### src/rtl/traffic_pkg.sv
// Shared types for the intersection sequencer: state encoding, lamp patterns, default timings.
// Lamp patterns are {red, yellow, green}.
package traffic_pkg;

    typedef enum logic [2:0] {
        NS_GREEN  = 3'd0,
        NS_YELLOW = 3'd1,
        ALL_RED_1 = 3'd2,
        EW_GREEN  = 3'd3,
        EW_YELLOW = 3'd4,
        ALL_RED_2 = 3'd5,
        FLASH     = 3'd6
    } state_t;

    localparam logic [2:0] LIGHT_RED = 3'b100;
    localparam logic [2:0] LIGHT_YEL = 3'b010;
    localparam logic [2:0] LIGHT_GRN = 3'b001;
    localparam logic [2:0] LIGHT_OFF = 3'b000;

    localparam int DEF_TICK_DIV   = 60;
    localparam int DEF_GREEN_SEC  = 9;
    localparam int DEF_YELLOW_SEC = 2;
    localparam int DEF_ALLRED_SEC = 1;

    // Returns {ns_light, ew_light} for a state; flash_on only matters in FLASH.
    function automatic logic [5:0] decode_lights(input state_t s, input logic flash_on);
        logic [5:0] l;
        l = {LIGHT_RED, LIGHT_RED};
        case (s)
            NS_GREEN:  l = {LIGHT_GRN, LIGHT_RED};
            NS_YELLOW: l = {LIGHT_YEL, LIGHT_RED};
            EW_GREEN:  l = {LIGHT_RED, LIGHT_GRN};
            EW_YELLOW: l = {LIGHT_RED, LIGHT_YEL};
            FLASH:     l = flash_on ? {LIGHT_YEL, LIGHT_YEL} : {LIGHT_OFF, LIGHT_OFF};
            default:   l = {LIGHT_RED, LIGHT_RED};
        endcase
        return l;
    endfunction

endpackage

### src/rtl/tick_gen.sv
// Seconds prescaler: tick is high for one clk when the count reaches TICK_DIV, then wraps.
// Combinational tick from the registered count; clr restarts the second on the next edge.
module tick_gen #(
    parameter int TICK_DIV = 60
) (
    input  logic clk,
    input  logic rst_n,
    input  logic clr,
    output logic tick
);

    localparam int CW = (TICK_DIV < 1) ? 1 : $clog2(TICK_DIV + 1);

    logic [CW-1:0] cnt;

    assign tick = (cnt == CW'(TICK_DIV));

    always_ff @(posedge clk or negedge rst_n) begin
        if (!rst_n) begin
            cnt <= '0;
        end else if (clr || tick) begin
            cnt <= '0;
        end else begin
            cnt <= cnt + CW'(1);
        end
    end

endmodule

### src/rtl/traffic_light_ctrl.sv
// Two-way intersection sequencer with NS green hold, EW request latch and maintenance flash.
// Lights/sec_left/phase_chg registered from next state (visible right after the transition edge); no backpressure.
module traffic_light_ctrl
    import traffic_pkg::*;
#(
    parameter int TICK_DIV   = DEF_TICK_DIV,
    parameter int GREEN_SEC  = DEF_GREEN_SEC,
    parameter int YELLOW_SEC = DEF_YELLOW_SEC,
    parameter int ALLRED_SEC = DEF_ALLRED_SEC
) (
    input  logic       clk,
    input  logic       rst_n,
    input  logic       ew_req,
    input  logic       maint,
    output logic [2:0] ns_light,
    output logic [2:0] ew_light,
    output logic [3:0] sec_left,
    output logic       phase_chg
);

    state_t     state;
    state_t     state_nx;
    logic [3:0] sec_nx;
    logic       flash_on;
    logic       flash_nx;
    logic       pend;
    logic       pend_nx;
    logic       tick;
    logic       chg;

    function automatic logic [3:0] dur_of(input state_t s);
        logic [3:0] d;
        case (s)
            NS_GREEN, EW_GREEN:   d = 4'(GREEN_SEC);
            NS_YELLOW, EW_YELLOW: d = 4'(YELLOW_SEC);
            FLASH:                d = 4'd0;
            default:              d = 4'(ALLRED_SEC);
        endcase
        return d;
    endfunction

    assign chg = (state_nx != state);

    tick_gen #(
        .TICK_DIV(TICK_DIV)
    ) u_tick_gen (
        .clk  (clk),
        .rst_n(rst_n),
        .clr  (chg),
        .tick (tick)
    );

    always_comb begin
        state_nx = state;
        sec_nx   = sec_left;
        flash_nx = flash_on;
        if (maint) begin
            state_nx = FLASH;
            sec_nx   = 4'd0;
            if (state != FLASH) begin
                flash_nx = 1'b1;
            end else if (tick) begin
                flash_nx = ~flash_on;
            end
        end else if (state == FLASH) begin
            state_nx = ALL_RED_2;
            sec_nx   = 4'(ALLRED_SEC);
        end else if (tick) begin
            if (sec_left == 4'd1) begin
                case (state)
                    NS_GREEN:  state_nx = pend ? NS_YELLOW : NS_GREEN;
                    NS_YELLOW: state_nx = ALL_RED_1;
                    ALL_RED_1: state_nx = EW_GREEN;
                    EW_GREEN:  state_nx = EW_YELLOW;
                    EW_YELLOW: state_nx = ALL_RED_2;
                    default:   state_nx = NS_GREEN;
                endcase
                // Green hold leaves sec_left parked at 1.
                if (state_nx != state) begin
                    sec_nx = dur_of(state_nx);
                end
            end else begin
                sec_nx = sec_left - 4'd1;
            end
        end
    end

    always_comb begin
        pend_nx = pend;
        if (ew_req && state != EW_GREEN) begin
            pend_nx = 1'b1;
        end
        if (state_nx == EW_GREEN && state != EW_GREEN) begin
            pend_nx = 1'b0;
        end
    end

    always_ff @(posedge clk or negedge rst_n) begin
        if (!rst_n) begin
            state     <= ALL_RED_2;
            sec_left  <= 4'(ALLRED_SEC);
            flash_on  <= 1'b0;
            pend      <= 1'b0;
            ns_light  <= LIGHT_RED;
            ew_light  <= LIGHT_RED;
            phase_chg <= 1'b0;
        end else begin
            state                <= state_nx;
            sec_left             <= sec_nx;
            flash_on             <= flash_nx;
            pend                 <= pend_nx;
            {ns_light, ew_light} <= decode_lights(state_nx, flash_nx);
            phase_chg            <= chg;
        end
    end

endmodule

### config.mk
export PLATFORM = sky130hd
export DESIGN_NAME = traffic_light_ctrl
export DESIGN_NICKNAME = d
export VERILOG_FILES = /design/src/rtl/traffic_pkg.sv /design/src/rtl/tick_gen.sv /design/src/rtl/traffic_light_ctrl.sv
export SDC_FILE = /design/constraint.sdc
export NUM_CORES = 1
export LEC_CHECK = 0
export ABC_CLOCK_PERIOD_IN_PS = 2740
export BUFFER_PORTS_ARGS = -buffer_cell sky130_fd_sc_hd__buf_2
export CORE_ASPECT_RATIO = 0.7
export CORE_UTILIZATION = 56
export CTS_CLUSTER_DIAMETER = 80
export DETAILED_ROUTE_END_ITERATION = 10
export PLACE_DENSITY = 0.77
export SYNTH_ARGS = -nofsm -noshare
export SYNTH_HDL_FRONTEND = slang
export SYNTH_SLANG_ARGS = --single-unit
export TNS_END_PERCENT = 5
### constraint.sdc
create_clock -name clk -period 2.74 [get_ports clk]
set_clock_uncertainty 0.15 [all_clocks]
set_input_delay 0 -clock clk [delete_from_list [all_inputs] [get_ports clk]]
set_output_delay 0 -clock clk [all_outputs]
set_load 0.01 [all_outputs]
* Word-level counts from Yosys, hierarchy flattened
Cells that the tools add are included.
** Storage, ports and cells
- Bits in registers :: 22
- Bits of input ports :: 4
- Output and inout port bits :: 11
- Word-level logic and storage cells :: 66
** Cells by class
- Add/sub/neg operators :: 2
- Equal/unequal tests :: 20
- Multiplexer cells :: 24
- Bitwise operators :: 1
- Reductions and logical operators :: 11
** Operators by type and width (number)
- 6-bit case mux with 5 select lines :: 1
- 3-bit two-way mux :: 8
- 4-bit two-way mux :: 5
- 3-bit == test, second input constant :: 6
- 3-bit case mux with 5 select lines :: 1
- 3-bit by 2-bit == test with 1-bit output, second input constant :: 4
- 4-bit case mux with 3 select lines :: 1
- 3-bit by 1-bit == test with 1-bit output, second input constant :: 3
- 3-bit logical NOT :: 3
- 6-bit by 1-bit adder with 6-bit output, second input constant :: 1
- 6-bit == test, second input constant :: 1
- 1-bit two-way mux :: 6
- 6-bit two-way mux :: 1
- 3-bit inequality test :: 2
- 5-bit two-way mux :: 1
- 4-bit by 1-bit == test with 1-bit output, second input constant :: 1
- 4-bit by 3-bit inequality test with 1-bit output, second input constant :: 1
- 2-bit OR reduction :: 2
- 4-bit by 1-bit subtractor with 4-bit output, second input constant :: 1
- 3-bit by 2-bit inequality test with 1-bit output, second input constant :: 1
- 3-bit inequality test, second input constant :: 1
- 3-bit nonzero test :: 1
- 1-bit logical AND :: 2
- 2-bit AND reduction :: 1
- 3 further kinds :: 3

* Logic depth before layout (Yosys ltp)
- Depth after elaboration :: 14
- Gate-level depth with buffers :: 8
- Depth with buffers taken out :: 6

* Hierarchy
Synthesis repeated with hierarchy kept, for this count alone.
** Second synthesis, totals
- Cell total of the unflattened synthesis :: 133
- Area, all modules :: 1234.9 µm²
** By module, submodules not included
- traffic_light_ctrl :: times used 1, cells each 104, area each 944.7 µm², sequential area each 406.6 µm²
- tick_gen :: times used 1, cells each 29, area each 290.3 µm², sequential area each 150.1 µm²

* Worst setup path after synthesis
No wires, ideal clock.
- Kind :: reg-to-reg
- Start point :: reg sec_left[0]
- End point :: reg ew_light[1]
- Library setup time :: 119 ps
- Arrival :: 2146 ps
- Required time :: 2471 ps
- Setup slack :: 325 ps
- Cell stages (with the launch flop) :: 8
- Path buffers :: 2
- Clock period less this slack :: 2415 ps
- Cells stage by stage :: dfstp_2 -> ha_1 -> or3b_1 -> buf_6 -> or3_1 -> buf_2 -> a311o_1 -> o21a_1
** Between the ends
- Cells in the longest elaborated chain, start to end :: 7
- Elaborated cells on any way between the ends :: 11
- Those cells by class :: eq/ne: 5; mux: 5; reduce/logical: 1
** RTL lines
- start, declared :: RTL line traffic_light_ctrl.sv:17 : output logic [3:0] sec_left,
- start signal, assigned :: RTL line traffic_light_ctrl.sv:101 : sec_left <= 4'(ALLRED_SEC);
- start signal, assigned :: RTL line traffic_light_ctrl.sv:109 : sec_left <= sec_nx;
- 4-bit by 1-bit == test with 1-bit output (*) :: RTL line traffic_light_ctrl.sv:69 : if (sec_left == 4'd1) begin
- 3-bit two-way mux (*) :: RTL line traffic_light_ctrl.sv:69
- 3-bit two-way mux (*) :: RTL line traffic_light_ctrl.sv:68 : end else if (tick) begin
- 3-bit two-way mux (*) :: RTL line traffic_light_ctrl.sv:65 : end else if (state == FLASH) begin
- 3-bit two-way mux (*) :: RTL line traffic_light_ctrl.sv:57 : if (maint) begin
- 3-bit == test, or another cell as far along :: RTL line traffic_pkg.sv:29 : case (s)
- 6-bit case mux with 5 select lines (*) :: RTL line traffic_pkg.sv:29
- end signal, assigned :: RTL line traffic_light_ctrl.sv:112 : {ns_light, ew_light} <= decode_lights(state_nx, flash_nx);
- end, declared :: RTL line traffic_light_ctrl.sv:16 : output logic [2:0] ew_light,
Mark *: on every way between the ends. The rest lies on a longest branch, timed or not.
A chain may end at the register's enable or synchronous reset.

* Final worst setup path
Same ends and word-level chain as after synthesis.

==> impl_metrics.json <==
{
  "outcome": "complete, but fails checks",
  "violations": "design-rule violations",
  "firstDrtPassIters": 7,
  "dp.cells": 158,
  "cts_setup_buffers": 0,
  "hold_viol": 0,
  "synth_compound_area_share_pct": 17.8,
  "vias": 985,
  "track_usage_pct": 23.3,
  "finalPower_mw": 0.660,
  "grt_pass1_wl_mm": 3.91,
  "ys_seq_area_share_pct": 45.8,
  "gp_congestion": 0.818,
  "synth_top_family_by_area": "simple AND/OR/NAND/NOR gates",
  "hold_buffers": 3,
  "drive_gt1_share_pct": 19.6,
  "ys_seq_elements": 22,
  "report.final.slew_viol_count": 0,
  "finalSetupViolations": 0,
  "synth_edf_count": 0,
  "clk_path_buf_depth": 2,
  "first_global_vias": 854,
  "power_frac_seq_pct": 57.0,
  "synth.area.top_cells": "dfrtp_1 35%, dfstp_2 11%, nor2_1 4.3%",
  "power_density_mw_per_mm2": 486,
  "critical_path_arrival_ns": 2.58,
  "finalCritPeriodShare_pct": 92.2,
  "synth_top_cell_area_share_pct": 35.0,
  "antenna_cells": 0,
  "cap_violations": 0,
  "async_flop_share_pct": 100,
  "port_buffers": 14,
  "synth_cell_types": 42,
  "cts_root_buffer": "clkbuf_4",
  "syn_nets": 135,
  "grt_setup_unrepaired": "no",
  "min_period_ns": 2.53,
  "cts_inserted_buffers": 3,
  "via_per_inst": 5.97,
  "antenna_left": 0,
  "synth_xor_area_share_pct": 4.32,
  "grt_max_degree": 23,
  "p_sw_share_pct": 27.6,
  "p_clk_share_pct": 26.8,
  "syn_inst": 127,
  "cp.required_ns": 2.79,
  "ir_worst_vdd_mv": 0.350,
  "final_common_cell": "dfrtp_1",
  "clkSinkCount": 22,
  "cts-resized-gates": 0,
  "drcViolationCount": 2,
  "yosysWarnings": 0,
  "ios": 15,
  "rows": 13,
  "postSynthAreaPerCell_um2": 9.58,
  "power.internal_mw": 0.477,
  "overflow": 0,
  "stdcell_count": 165,
  "synth_area_mm2": 0.00122,
  "hpwl_mm": 1.68,
  "dieArea_mm2": 0.00237,
  "synthAdderAreaFrac_pct": 4.12,
  "p_switching_mw": 0.182,
  "synth_simple_gate_area_share_pct": 20.2,
  "yosysTopAreaCell": "dfrtp_1",
  "core_region_area_mm2": 0.00195,
  "fin_setup_tns_ns": 0,
  "cts_tree": "done",
  "critical_path_class": "flop to flop",
  "chipWidth_um": 57.7,
  "combPwrFrac_pct": 16.2,
  "wl_per_cell_um": 14.5,
  "cp-start-kind": "flop",
  "start_util_pct": 62.3,
  "end_kind": "flop",
  "p_leak_nw": 0.591,
  "synth_ff_type": "dfrtp_1",
  "clk_latency_ns": 0.31,
  "worstPathMaxFanout": 8,
  "die-height_um": 41.0,
  "finalNetCount": 152,
  "drt-initial-drc-count": 73,
  "cts-htree-levels": 1,
  "max_freq_mhz": 396,
  "path_clk_slew_ns": 0.12,
  "hold_class": "input port to async pin",
  "synth_mux_area_share_pct": 2.47,
  "syn_to_final_growth_pct": 11.5,
  "layout_common_cells": "17 x dfrtp_1, 14 x nor2_1, 14 x buf_2",
  "relSlewSlack_pct": 68.3,
  "antenna_found_initial": 0,
  "wl_mm": 2.39,
  "worst_pin_slew_ns": 0.464
}
[worst max-delay path, cell delays in order, from the launching register on]
cell,delay (ns)
dfstp_2,0.61
ha_1,0.22
or3b_1,0.50
or3_1,0.50
a311o_1,0.34
o21a_1,0.11
[state kept, by name, summed over array words and instances, names as in the netlist]
signal and count:
ew_light 3, flash_on 1, ns_light 3, pend 1
phase_chg 1, sec_left 4, state 3, u_tick_gen.cnt 6
[final cells by class]
type,count,area [um2]
Clock buffer,4,36.3
Fill cell,143,596
Inverter,9,33.8
Multi-Input combinational cell,90,594
Sequential cell,22,557
Tap cell,22,27.5
Timing Repair Buffer,18,108
[cell usage after synthesis (2+ instances only)]
| library cell | number |
|---|---|
| nand2_1 | 6 |
| ha_1 | 4 |
| and3_1 | 4 |
| clkbuf_1 | 4 |
| inv_1 | 7 |
| nand3_1 | 6 |
| xnor2_1 | 3 |
| nor2_1 | 14 |
| mux2i_1 | 3 |
| o21a_1 | 4 |
| xor2_1 | 3 |
| a21boi_0 | 2 |
| a211oi_1 | 4 |
| a21oi_1 | 4 |
| nor4_1 | 5 |
| dfrtp_1 | 17 |
| nor3_1 | 2 |
| a31oi_1 | 3 |
| dfstp_2 | 5 |
| clkinv_1 | 2 |
| o21ai_0 | 3 |
| nand3b_1 | 2 |
[power by group through the flow]
stage | clock network, mW | logic [mW] | registers [mW]
2_1_floorplan | 0 | 0.0773 | 0.375
3_3_place_gp | 0 | 0.100 | 0.380
3_5_place_dp | 0 | 0.102 | 0.381
4_1_cts | 0.184 | 0.107 | 0.375
5_1_grt | 0.195 | 0.120 | 0.379
6_report | 0.177 | 0.107 | 0.376
[metrics by stage]
stage | utilization, % | hold WS, ns | instance area (um2) | worst slack, ns
after CTS | 69.5 | 0.0269 | 1360 | 0.225
after global routing | 69.5 | 0.0585 | 1360 | 0.130
after detailed placement | 66.1 | -0.165 | 1290 | 0.270
after global placement | 66.1 | -0.162 | 1290 | 0.332
after floorplan | - | -0.446 | 1220 | 0.325
final | 69.5 | 0.00904 | 1360 | 0.213
[path summary, 6_finish.rpt]
kind	endpoint	slack, ns	from	depth (start not counted)
setup / recovery	ew_light[1]	0.21	sec_left[0]	5
hold / removal	sec_left[1]	0.009	rst_n	2
setup reg to reg	ew_light[1]	0.21	sec_left[0]	5
hold reg to reg	flash_on	0.38	flash_on	1
max in group asynchronous	ew_light[2]	2.07	rst_n	2
min in group clk	flash_on	0.38	flash_on	1
[metal layers]
| metal | vias up | share of wire, % | GRT usage, % |
|---|---|---|---|
| li1 | 490 | - | - |
| met2 | 33 | 41 | 32.8 |
| met4 | 0 | 0.63 | 6.55 |
| met3 | 2 | 6.4 | 6.94 |
| met5 | - | 0 | 0 |
| met1 | 460 | 52 | 34.4 |
[cells by family after synthesis]
group	after synthesis
simple gates	47
compound gates	30
flops	22
buf+inv	15
xor+xnor	6
fa+ha+maj	4
mux	3
No activity file was read; power rests on OpenSTA's default activity.
